===== src/rtl/mem_port_arbiter_pkg.sv =====
// Shared types and constants for the instruction/data memory port arbiter.
package mem_arb_pkg;

  localparam int unsigned ADDR_W = 32;
  localparam int unsigned DATA_W = 32;
  localparam int unsigned MASK_W = 4;

  // Byte mask used for every instruction fetch read
  localparam logic [MASK_W-1:0] IMEM_MASK = 4'hF;

  typedef enum logic [1:0] {
    IDLE = 2'd0,
    REQ  = 2'd1,
    WAIT = 2'd2,
    DONE = 2'd3
  } state_e;

  typedef enum logic {
    OWN_I = 1'b0,
    OWN_D = 1'b1
  } owner_e;

  // Command presented on the external memory bus
  typedef struct packed {
    logic [ADDR_W-1:0] addr;
    logic [DATA_W-1:0] wdata;
    logic [MASK_W-1:0] mask;
    logic              ren;
    logic              wen;
  } mem_cmd_t;

  // Bus command for an instruction fetch: always a full-word read
  function automatic mem_cmd_t imem_cmd(input logic [ADDR_W-1:0] addr);
    mem_cmd_t c;
    c.addr  = addr;
    c.wdata = '0;
    c.mask  = IMEM_MASK;
    c.ren   = 1'b1;
    c.wen   = 1'b0;
    return c;
  endfunction

  // Bus command for a data access; a read is simply "not a write"
  function automatic mem_cmd_t dmem_cmd(input logic [ADDR_W-1:0] addr,
                                        input logic [DATA_W-1:0] wdata,
                                        input logic [MASK_W-1:0] mask,
                                        input logic              wen);
    mem_cmd_t c;
    c.addr  = addr;
    c.wdata = wdata;
    c.mask  = mask;
    c.ren   = ~wen;
    c.wen   = wen;
    return c;
  endfunction

endpackage


===== src/rtl/mem_port_arbiter_if.sv =====
// Request/response bundle between the fetch unit, the MEM stage, the arbiter and the memory bus.
interface mem_port_arbiter_if;
  import mem_arb_pkg::*;

  // Instruction fetch port
  logic              i_imem_req;
  logic [ADDR_W-1:0] i_imem_addr;
  logic [DATA_W-1:0] o_imem_rdata;
  logic              o_imem_done;
  logic              o_imem_stall;

  // Data (MEM stage) port
  logic              i_dmem_req;
  logic              i_dmem_wen;
  logic [ADDR_W-1:0] i_dmem_addr;
  logic [DATA_W-1:0] i_dmem_wdata;
  logic [MASK_W-1:0] i_dmem_mask;
  logic [DATA_W-1:0] o_dmem_rdata;
  logic              o_dmem_done;
  logic              o_dmem_stall;

  logic              o_err;

  // External memory bus
  logic [ADDR_W-1:0] o_mem_addr;
  logic [DATA_W-1:0] o_mem_wdata;
  logic [MASK_W-1:0] o_mem_mask;
  logic              o_mem_ren;
  logic              o_mem_wen;
  logic              i_mem_ready;
  logic              i_mem_rvalid;
  logic [DATA_W-1:0] i_mem_rdata;

  // Arbiter view
  modport slave (
    input  i_imem_req, i_imem_addr,
    output o_imem_rdata, o_imem_done, o_imem_stall,
    input  i_dmem_req, i_dmem_wen, i_dmem_addr, i_dmem_wdata, i_dmem_mask,
    output o_dmem_rdata, o_dmem_done, o_dmem_stall,
    output o_err,
    output o_mem_addr, o_mem_wdata, o_mem_mask, o_mem_ren, o_mem_wen,
    input  i_mem_ready, i_mem_rvalid, i_mem_rdata
  );

  // Requesters-plus-memory view
  modport master (
    output i_imem_req, i_imem_addr,
    input  o_imem_rdata, o_imem_done, o_imem_stall,
    output i_dmem_req, i_dmem_wen, i_dmem_addr, i_dmem_wdata, i_dmem_mask,
    input  o_dmem_rdata, o_dmem_done, o_dmem_stall,
    input  o_err,
    input  o_mem_addr, o_mem_wdata, o_mem_mask, o_mem_ren, o_mem_wen,
    output i_mem_ready, i_mem_rvalid, i_mem_rdata
  );

endinterface


===== src/rtl/mem_port_arbiter_counter.sv =====
// Saturating up-counter with synchronous clear and a limit-reached flag.
module arb_sat_counter #(
  parameter int unsigned LIMIT = 4
) (
  input  logic clk,
  input  logic rst_n,
  input  logic clr_i,
  input  logic inc_i,
  output logic hit_c_o
);

  localparam int unsigned CNT_W = $clog2(LIMIT + 1);

  logic [CNT_W-1:0] cnt_q;
  logic [CNT_W-1:0] cnt_d;

  // Flag decoded straight from the count register
  assign hit_c_o = (cnt_q == CNT_W'(LIMIT));

  // Next count: clear wins, increment stops at LIMIT
  always_comb begin
    cnt_d = cnt_q;
    if (clr_i) begin
      cnt_d = '0;
    end else if (inc_i && !hit_c_o) begin
      cnt_d = cnt_q + CNT_W'(1);
    end
  end

  // Count register
  always_ff @(posedge clk or negedge rst_n) begin
    if (!rst_n) begin
      cnt_q <= '0;
    end else begin
      cnt_q <= cnt_d;
    end
  end

endmodule


===== src/rtl/mem_port_arbiter.sv =====
// Arbitrates one single-ported memory between instruction fetch (read-only)
// and the MEM stage (read/write). One transaction in flight; D has priority
// unless I has been passed over STARVE_LIMIT times in a row.
module mem_port_arbiter
  import mem_arb_pkg::*;
#(
  parameter int unsigned STARVE_LIMIT = 4,
  parameter int unsigned TIMEOUT      = 64
) (
  input  logic                i_clk,
  input  logic                i_rst_n,
  mem_port_arbiter_if.slave   bus
);

  state_e            state_q;
  owner_e            owner_q;
  mem_cmd_t          cmd_q;
  logic [DATA_W-1:0] imem_rdata_q;
  logic [DATA_W-1:0] dmem_rdata_q;
  logic              imem_done_q;
  logic              dmem_done_q;
  logic              err_q;

  logic gnt_dmem;
  logic gnt_imem;
  logic starve_hit;
  logic starve_inc;
  logic starve_clr;
  logic to_hit;
  logic to_inc;
  logic to_clr;

  // Winner selection and counter control, evaluated every cycle
  always_comb begin
    gnt_dmem   = bus.i_dmem_req & ~(bus.i_imem_req & starve_hit);
    gnt_imem   = bus.i_imem_req & ~gnt_dmem;
    starve_inc = 1'b0;
    starve_clr = 1'b0;
    to_inc     = 1'b0;
    to_clr     = 1'b0;
    if (state_q == IDLE) begin
      // Only grants taken in IDLE move the starvation count
      starve_inc = gnt_dmem & bus.i_imem_req;
      starve_clr = gnt_imem | (gnt_dmem & ~bus.i_imem_req);
    end
    // The read timeout counts the accept cycle so the first WAIT cycle reads 1
    to_inc = (state_q == WAIT) ||
             ((state_q == REQ) && bus.i_mem_ready && !cmd_q.wen);
    to_clr = (state_q == IDLE) || (state_q == DONE);
  end

  arb_sat_counter #(
    .LIMIT (STARVE_LIMIT)
  ) u_starve_cnt (
    .clk     (i_clk),
    .rst_n   (i_rst_n),
    .clr_i   (starve_clr),
    .inc_i   (starve_inc),
    .hit_c_o (starve_hit)
  );

  arb_sat_counter #(
    .LIMIT (TIMEOUT)
  ) u_timeout_cnt (
    .clk     (i_clk),
    .rst_n   (i_rst_n),
    .clr_i   (to_clr),
    .inc_i   (to_inc),
    .hit_c_o (to_hit)
  );

  // Transaction FSM with registered bus command, read data and completion pulses
  always_ff @(posedge i_clk or negedge i_rst_n) begin
    if (!i_rst_n) begin
      state_q      <= IDLE;
      owner_q      <= OWN_I;
      cmd_q        <= '0;
      imem_rdata_q <= '0;
      dmem_rdata_q <= '0;
      imem_done_q  <= 1'b0;
      dmem_done_q  <= 1'b0;
      err_q        <= 1'b0;
    end else begin
      imem_done_q <= 1'b0;
      dmem_done_q <= 1'b0;
      err_q       <= 1'b0;
      case (state_q)
        IDLE: begin
          if (gnt_dmem) begin
            owner_q <= OWN_D;
            cmd_q   <= dmem_cmd(bus.i_dmem_addr, bus.i_dmem_wdata,
                                bus.i_dmem_mask, bus.i_dmem_wen);
            state_q <= REQ;
          end else if (gnt_imem) begin
            owner_q <= OWN_I;
            cmd_q   <= imem_cmd(bus.i_imem_addr);
            state_q <= REQ;
          end
        end
        REQ: begin
          if (bus.i_mem_ready) begin
            cmd_q.ren <= 1'b0;
            cmd_q.wen <= 1'b0;
            if (cmd_q.wen) begin
              // Only D can write, so the done pulse goes straight to D
              dmem_done_q <= 1'b1;
              state_q     <= DONE;
            end else begin
              state_q <= WAIT;
            end
          end
        end
        WAIT: begin
          if (bus.i_mem_rvalid) begin
            if (owner_q == OWN_D) begin
              dmem_rdata_q <= bus.i_mem_rdata;
              dmem_done_q  <= 1'b1;
            end else begin
              imem_rdata_q <= bus.i_mem_rdata;
              imem_done_q  <= 1'b1;
            end
            state_q <= DONE;
          end else if (to_hit) begin
            // Abort the read: zero data, flag the error alongside done
            if (owner_q == OWN_D) begin
              dmem_rdata_q <= '0;
              dmem_done_q  <= 1'b1;
            end else begin
              imem_rdata_q <= '0;
              imem_done_q  <= 1'b1;
            end
            err_q   <= 1'b1;
            state_q <= DONE;
          end
        end
        DONE: begin
          state_q <= IDLE;
        end
        default: begin
          state_q <= IDLE;
        end
      endcase
    end
  end

  // Drive the bundle from the registers
  assign bus.o_mem_addr   = cmd_q.addr;
  assign bus.o_mem_wdata  = cmd_q.wdata;
  assign bus.o_mem_mask   = cmd_q.mask;
  assign bus.o_mem_ren    = cmd_q.ren;
  assign bus.o_mem_wen    = cmd_q.wen;
  assign bus.o_imem_rdata = imem_rdata_q;
  assign bus.o_imem_done  = imem_done_q;
  assign bus.o_dmem_rdata = dmem_rdata_q;
  assign bus.o_dmem_done  = dmem_done_q;
  assign bus.o_err        = err_q;

  // Stalls follow the request combinationally so the pipeline freezes at once
  assign bus.o_imem_stall = bus.i_imem_req & ~imem_done_q;
  assign bus.o_dmem_stall = bus.i_dmem_req & ~dmem_done_q;

endmodule


===== src/flat_wrapper.sv =====
// flat-port wrapper written by rule: the top's interface ports become plain ports
module mem_port_arbiter_flat import mem_arb_pkg::*;
#(
  parameter int unsigned STARVE_LIMIT = 4,
  parameter int unsigned TIMEOUT      = 64
)
  (i_clk, i_rst_n, bus_i_imem_req, bus_i_imem_addr, bus_o_imem_rdata, bus_o_imem_done, bus_o_imem_stall, bus_i_dmem_req, bus_i_dmem_wen, bus_i_dmem_addr, bus_i_dmem_wdata, bus_i_dmem_mask, bus_o_dmem_rdata, bus_o_dmem_done, bus_o_dmem_stall, bus_o_err, bus_o_mem_addr, bus_o_mem_wdata, bus_o_mem_mask, bus_o_mem_ren, bus_o_mem_wen, bus_i_mem_ready, bus_i_mem_rvalid, bus_i_mem_rdata);
  mem_port_arbiter_if bus_i ();
  input  logic i_clk;
  input  logic i_rst_n;
  input wire logic [$bits(bus_i.i_imem_req)-1:0] bus_i_imem_req;
  input wire logic [$bits(bus_i.i_imem_addr)-1:0] bus_i_imem_addr;
  output wire logic [$bits(bus_i.o_imem_rdata)-1:0] bus_o_imem_rdata;
  output wire logic [$bits(bus_i.o_imem_done)-1:0] bus_o_imem_done;
  output wire logic [$bits(bus_i.o_imem_stall)-1:0] bus_o_imem_stall;
  input wire logic [$bits(bus_i.i_dmem_req)-1:0] bus_i_dmem_req;
  input wire logic [$bits(bus_i.i_dmem_wen)-1:0] bus_i_dmem_wen;
  input wire logic [$bits(bus_i.i_dmem_addr)-1:0] bus_i_dmem_addr;
  input wire logic [$bits(bus_i.i_dmem_wdata)-1:0] bus_i_dmem_wdata;
  input wire logic [$bits(bus_i.i_dmem_mask)-1:0] bus_i_dmem_mask;
  output wire logic [$bits(bus_i.o_dmem_rdata)-1:0] bus_o_dmem_rdata;
  output wire logic [$bits(bus_i.o_dmem_done)-1:0] bus_o_dmem_done;
  output wire logic [$bits(bus_i.o_dmem_stall)-1:0] bus_o_dmem_stall;
  output wire logic [$bits(bus_i.o_err)-1:0] bus_o_err;
  output wire logic [$bits(bus_i.o_mem_addr)-1:0] bus_o_mem_addr;
  output wire logic [$bits(bus_i.o_mem_wdata)-1:0] bus_o_mem_wdata;
  output wire logic [$bits(bus_i.o_mem_mask)-1:0] bus_o_mem_mask;
  output wire logic [$bits(bus_i.o_mem_ren)-1:0] bus_o_mem_ren;
  output wire logic [$bits(bus_i.o_mem_wen)-1:0] bus_o_mem_wen;
  input wire logic [$bits(bus_i.i_mem_ready)-1:0] bus_i_mem_ready;
  input wire logic [$bits(bus_i.i_mem_rvalid)-1:0] bus_i_mem_rvalid;
  input wire logic [$bits(bus_i.i_mem_rdata)-1:0] bus_i_mem_rdata;
  assign bus_i.i_imem_req = bus_i_imem_req;
  assign bus_i.i_imem_addr = bus_i_imem_addr;
  assign bus_o_imem_rdata = bus_i.o_imem_rdata;
  assign bus_o_imem_done = bus_i.o_imem_done;
  assign bus_o_imem_stall = bus_i.o_imem_stall;
  assign bus_i.i_dmem_req = bus_i_dmem_req;
  assign bus_i.i_dmem_wen = bus_i_dmem_wen;
  assign bus_i.i_dmem_addr = bus_i_dmem_addr;
  assign bus_i.i_dmem_wdata = bus_i_dmem_wdata;
  assign bus_i.i_dmem_mask = bus_i_dmem_mask;
  assign bus_o_dmem_rdata = bus_i.o_dmem_rdata;
  assign bus_o_dmem_done = bus_i.o_dmem_done;
  assign bus_o_dmem_stall = bus_i.o_dmem_stall;
  assign bus_o_err = bus_i.o_err;
  assign bus_o_mem_addr = bus_i.o_mem_addr;
  assign bus_o_mem_wdata = bus_i.o_mem_wdata;
  assign bus_o_mem_mask = bus_i.o_mem_mask;
  assign bus_o_mem_ren = bus_i.o_mem_ren;
  assign bus_o_mem_wen = bus_i.o_mem_wen;
  assign bus_i.i_mem_ready = bus_i_mem_ready;
  assign bus_i.i_mem_rvalid = bus_i_mem_rvalid;
  assign bus_i.i_mem_rdata = bus_i_mem_rdata;
  mem_port_arbiter #(.STARVE_LIMIT(STARVE_LIMIT), .TIMEOUT(TIMEOUT)) u_core (.i_clk(i_clk), .i_rst_n(i_rst_n), .bus(bus_i));
endmodule

===== config.mk =====
export PLATFORM = sky130hd
export DESIGN_NAME = mem_port_arbiter_flat
export DESIGN_NICKNAME = d
export VERILOG_FILES = /design/src/rtl/mem_port_arbiter_pkg.sv /design/src/rtl/mem_port_arbiter_if.sv /design/src/rtl/mem_port_arbiter_counter.sv /design/src/rtl/mem_port_arbiter.sv /design/src/flat_wrapper.sv
export SDC_FILE = /design/constraint.sdc
export NUM_CORES = 1
export LEC_CHECK = 0
export CAP_MARGIN = 20
export CORE_AREA = 2 2 121 146
export CTS_CLUSTER_DIAMETER = 60
export DETAILED_ROUTE_END_ITERATION = 10
export DIE_AREA = 0 0 123 148
export GPL_TIMING_DRIVEN = 0
export PLACE_DENSITY = 0.77
export SKIP_LAST_GASP = 1
export SYNTH_ARGS = -nofsm -noshare
export SYNTH_HDL_FRONTEND = slang
export SYNTH_SLANG_ARGS = --single-unit

===== constraint.sdc =====
create_clock -name i_clk -period 3.2 [get_ports i_clk]
set_clock_uncertainty 0.05 [all_clocks]
set_input_delay 0.64 -clock i_clk [delete_from_list [all_inputs] [get_ports i_clk]]
set_output_delay 0.64 -clock i_clk [all_outputs]
set_load 0.01 [all_outputs]

==> impl_metrics.csv <==
group,metric,value,unit
outcome,status,"complete, no violations",
power_and_ir_drop,peakVddDrop,0.0003501,V
power_and_ir_drop,power_frac_clock,0.209,
placement,place_inst,1077,
floorplan,die_x,123,um
synth,synth-warning-count,0,
cts,post-cts-setup-buffers,0,
finish,final_area,9913,um^2
critical_path,r2r_slack,0.34,ns
route,drt-pass1-iter-count,5,
finish,layout_commonest_cell,"clkdlybuf4s50_1",
power_and_ir_drop,p_int,0.006172,W
critical_path,crit_slowest_cell,"clkdlybuf4s50_1",
critical_path,reg2regPathDepth,13,
placement,place_area,9326,um^2
route,vias,5483,
power_and_ir_drop,p_sw_frac,0.3430,
finish,num_antenna_cells,0,
route,avgViaCountPerCell,4.944,
sta,finalHoldViolCount,0,
global_routing,gr-total-overflow,0,
route,highest_layer,"met4",
critical_path,crit_fanout,11,
floorplan,ios,278,
global_routing,grt_usage,0.2170,
power_and_ir_drop,p_switching,0.003223,W
worst_hold_path,hp-class,"input port to async pin",
power_and_ir_drop,power_density,947.7,nW/um^2
sta,slew_headroom,0.6522,
synth,avgSynthCellArea,10.73,um^2
synth,synthFlopType,"dfrtp_1",
synth,syn_area,6255,um^2
finish,final_cell_mix,"clkdlybuf4s50_1, dfrtp_1, nand2_1",
route,drt_iter0_markers,276,
cts,cts_tree,"done",
sta,fmax,341.0,MHz
finish,nNetsFinal,1030,
route,wl_met3,979,um
placement,gp_congestion,0.8450,
synth,ys_seq_elements,150,
finish,layout-drive-gt1-share,0.07615,
placement,io_buffer_count,277,
floorplan,die-area,18200,um^2
placement,dp_hpwl,14.33,mm
synth,syn-instance-count,583,
floorplan,die_h,148,um
critical_path,startpoint_type,"input port",
floorplan,placementRows,52,
finish,fillCellCount,1406,
critical_path,rr_startpoint,"u_core.u_starve_cnt.cnt_q[0]",
critical_path,path_cells,"clkdlybuf4s50_1 > nand3_1 > and2_1 > clkbuf_1 > inv_1 > buf_4 > buf_4 > ha_1 > or3b_1 > o311a_1 > o31a_1 > mux2_1",
synth,ys_types,43,
critical_path,worstPathRequired,3.44,ns
cts,clockBufferDepth,2,
sta,setup_viol,0,
power_and_ir_drop,power_leakage,4.438,nW
critical_path,crit_arrival,3.17,ns
cts,clkSinkCount,150,
run,drv_cap,0,
global_routing,grt_pass1_wl,30.36,mm
critical_path,critPathMaxStageDelay,0.48,ns
route,wl_met2,10.16,mm
power_and_ir_drop,pwr-share-comb,0.444,
cts,cts-buffers-inserted,17,
sta,tightest_slew,0.5217,ns
global_routing,grt_max_degree,96,
cts,cts.reportedPaths.clkPinSlew,0.07,ns
sta,drv_slew,0,
sta,grt_setup_unrepaired,"false",
synth,syn-num-nets,733,
critical_path,cp_common_cell,"buf_4",
cts,cts_max_level,4,
critical_path,endpoint,"u_core.state_q[1]",
cts,ctsRootBufferMaster,"clkbuf_16",
floorplan,core,16790,um^2
critical_path,reg2reg_to,"u_core.state_q[1]",
synth,synth-edff-count,0,
synth,async_reset_ff_frac,1.000,
route,m1WireLength,7.882,mm
cts,insertion_delay,0.41,ns
critical_path,endpoint_kind,"register",
global_routing,grt_pass1_vias,5602,
sta,period_share,0.9165,
critical_path,crit_type,"input port to register",
floorplan,start_util,0.3726,
route,wl_per_cell,17.47,um
finish,syn_to_final_growth,58.49,%
critical_path,startpoint,"bus_i_imem_req",
power_and_ir_drop,seq_power_share,0.347,
synth,synth_seq_area_share,0.6001,
sta,fin_crit,2.933,ns
route,routed_wirelength,19.37,mm
route,drc,0,
global_routing,antenna_found_initial,0,
finish,final_cells,1109,
route,antenna_left,0,
[sequential cells by signal, summed over array words and instances (netlist names)]
| register | cells |
|---|---|
| u_core.bus.o_dmem_done | 1 |
| u_core.u_timeout_cnt.cnt_q | 7 |
| u_core.bus.o_mem_mask | 4 |
| u_core.bus.o_dmem_rdata | 32 |
| u_core.bus.o_mem_ren | 1 |
| u_core.bus.o_mem_addr | 32 |
| u_core.bus.o_mem_wdata | 32 |
| u_core.u_starve_cnt.cnt_q | 3 |
| u_core.bus.o_mem_wen | 1 |
| u_core.bus.o_imem_done | 1 |
| u_core.owner_q | 1 |
| u_core.bus.o_imem_rdata | 32 |
| u_core.state_q | 2 |
| u_core.bus.o_err | 1 |
[Yosys cell counts (2+ instances only)]
| cell type | number | share of area |
|---|---|---|
| dfrtp_1 | 150 | 0.60 |
| nand2_1 | 138 | 0.083 |
| a22o_1 | 65 | 0.091 |
| nor2_1 | 38 | 0.023 |
| nand3_1 | 34 | 0.027 |
| a31oi_1 | 33 | 0.033 |
| clkbuf_1 | 16 | 0.0096 |
| inv_1 | 14 | 0.0084 |
| buf_2 | 13 | 0.010 |
| ha_1 | 11 | 0.022 |
| and2_1 | 7 | 0.0070 |
| o21ai_0 | 7 | 0.0056 |
| buf_6 | 6 | 0.011 |
| nand2b_1 | 5 | 0.0050 |
| xnor2_1 | 5 | 0.0070 |
| mux2i_1 | 4 | 0.0064 |
| and3_1 | 3 | 0.0030 |
| buf_4 | 3 | 0.0036 |
| nor2b_1 | 3 | 0.0030 |
| o2111ai_1 | 3 | 0.0042 |
| buf_1 | 2 | 0.0012 |
| nor3b_1 | 2 | 0.0024 |
[layer usage]
layer / global-route usage / up-vias
met2: 0.3624 / 175
met4: 0.07670 / 0
met1: 0.2728 / 2668
met3: 0.05247 / 22
met5: 0 / -
li1: - / 2618
[power groups by stage]
stage / Clock, W / Sequential (W) / Combinational [W]
2_1_floorplan: 0 / 0.00362 / 0.00146
3_3_place_gp: 0 / 0.00324 / 0.00413
3_5_place_dp: 0 / 0.00328 / 0.00420
4_1_cts: 0.00201 / 0.00325 / 0.00422
5_1_grt: 0.00209 / 0.00337 / 0.00452
6_report: 0.00196 / 0.00326 / 0.00417
[cell families after synthesis]
logic type	after synthesis	share of synthesized area
fa+ha+maj	11	0.02200
mux	6	0.01000
compound gates	121	0.1546
xor+xnor	5	0.007001
flops	150	0.6001
buf+inv	55	0.04481
simple gates	235	0.1614
[worst max-delay path, delay by kind of cell]
kind / cells / cell delay (ns)
multiplexers: 1 / 0.31
buffers and inverters: 5 / 1.08
adder cells (fa/ha/maj): 1 / 0.22
AO/OA/AOI/OAI: 2 / 0.32
AND/OR/NAND/NOR: 3 / 0.60
[repair_timing]
action                                  4_1_cts  5_1_grt
hold buffers                                  0        0
pin swaps                                     0        0
endpoints found under the hold margin         0        0
gates resized for setup                       1        8
endpoints found under the setup margin        3       23
[worst min path at each step]
stage | start | to | slack (ns) | cells after the start
after CTS | i_rst_n | u_core.bus.o_imem_rdata[28] | 0.12 | 1
after detailed placement | u_core.bus.o_mem_wdata[19] | u_core.bus.o_mem_wdata[19] | 0.40 | 2
after floorplan | i_rst_n | u_core.bus.o_dmem_done | 0.29 | 0
after global placement | u_core.bus.o_mem_wdata[22] | u_core.bus.o_mem_wdata[22] | 0.40 | 2
final | i_rst_n | u_core.bus.o_imem_rdata[24] | 0.12 | 1
after global routing | i_rst_n | u_core.bus.o_dmem_rdata[26] | 0.14 | 1
[metrics by stage]
stage	utilization	power [W]	worst slack, ns	setup TNS, ns	hold slack, ns
floorplan	-	0.005074	0.5796	0	0.2944
global placement	0.5539	0.007378	-4.764	-739.17	0.3992
detailed placement	0.5556	0.007472	-0.5002	-28.37	0.4045
CTS	0.5903	0.009481	0.04329	0	0.1203
global route	0.5906	0.009981	0.06448	0	0.1383
finish	0.5906	0.009395	0.2672	0	0.1167
[area by class of cell]
cell class	instances	area (um^2)	area share
plain buffers	41	232.7	0.02348
repair buffers	278	2801	0.2826
multi-input cells	378	2223	0.2243
inverters	14	52.55	0.005301
flip-flops and latches	150	3754	0.3786
clock buffers	18	439.2	0.04430
well taps	216	270.3	0.02726
clock inverters	14	140.1	0.01414
Note: power is estimated with default switching activity, not from simulation.
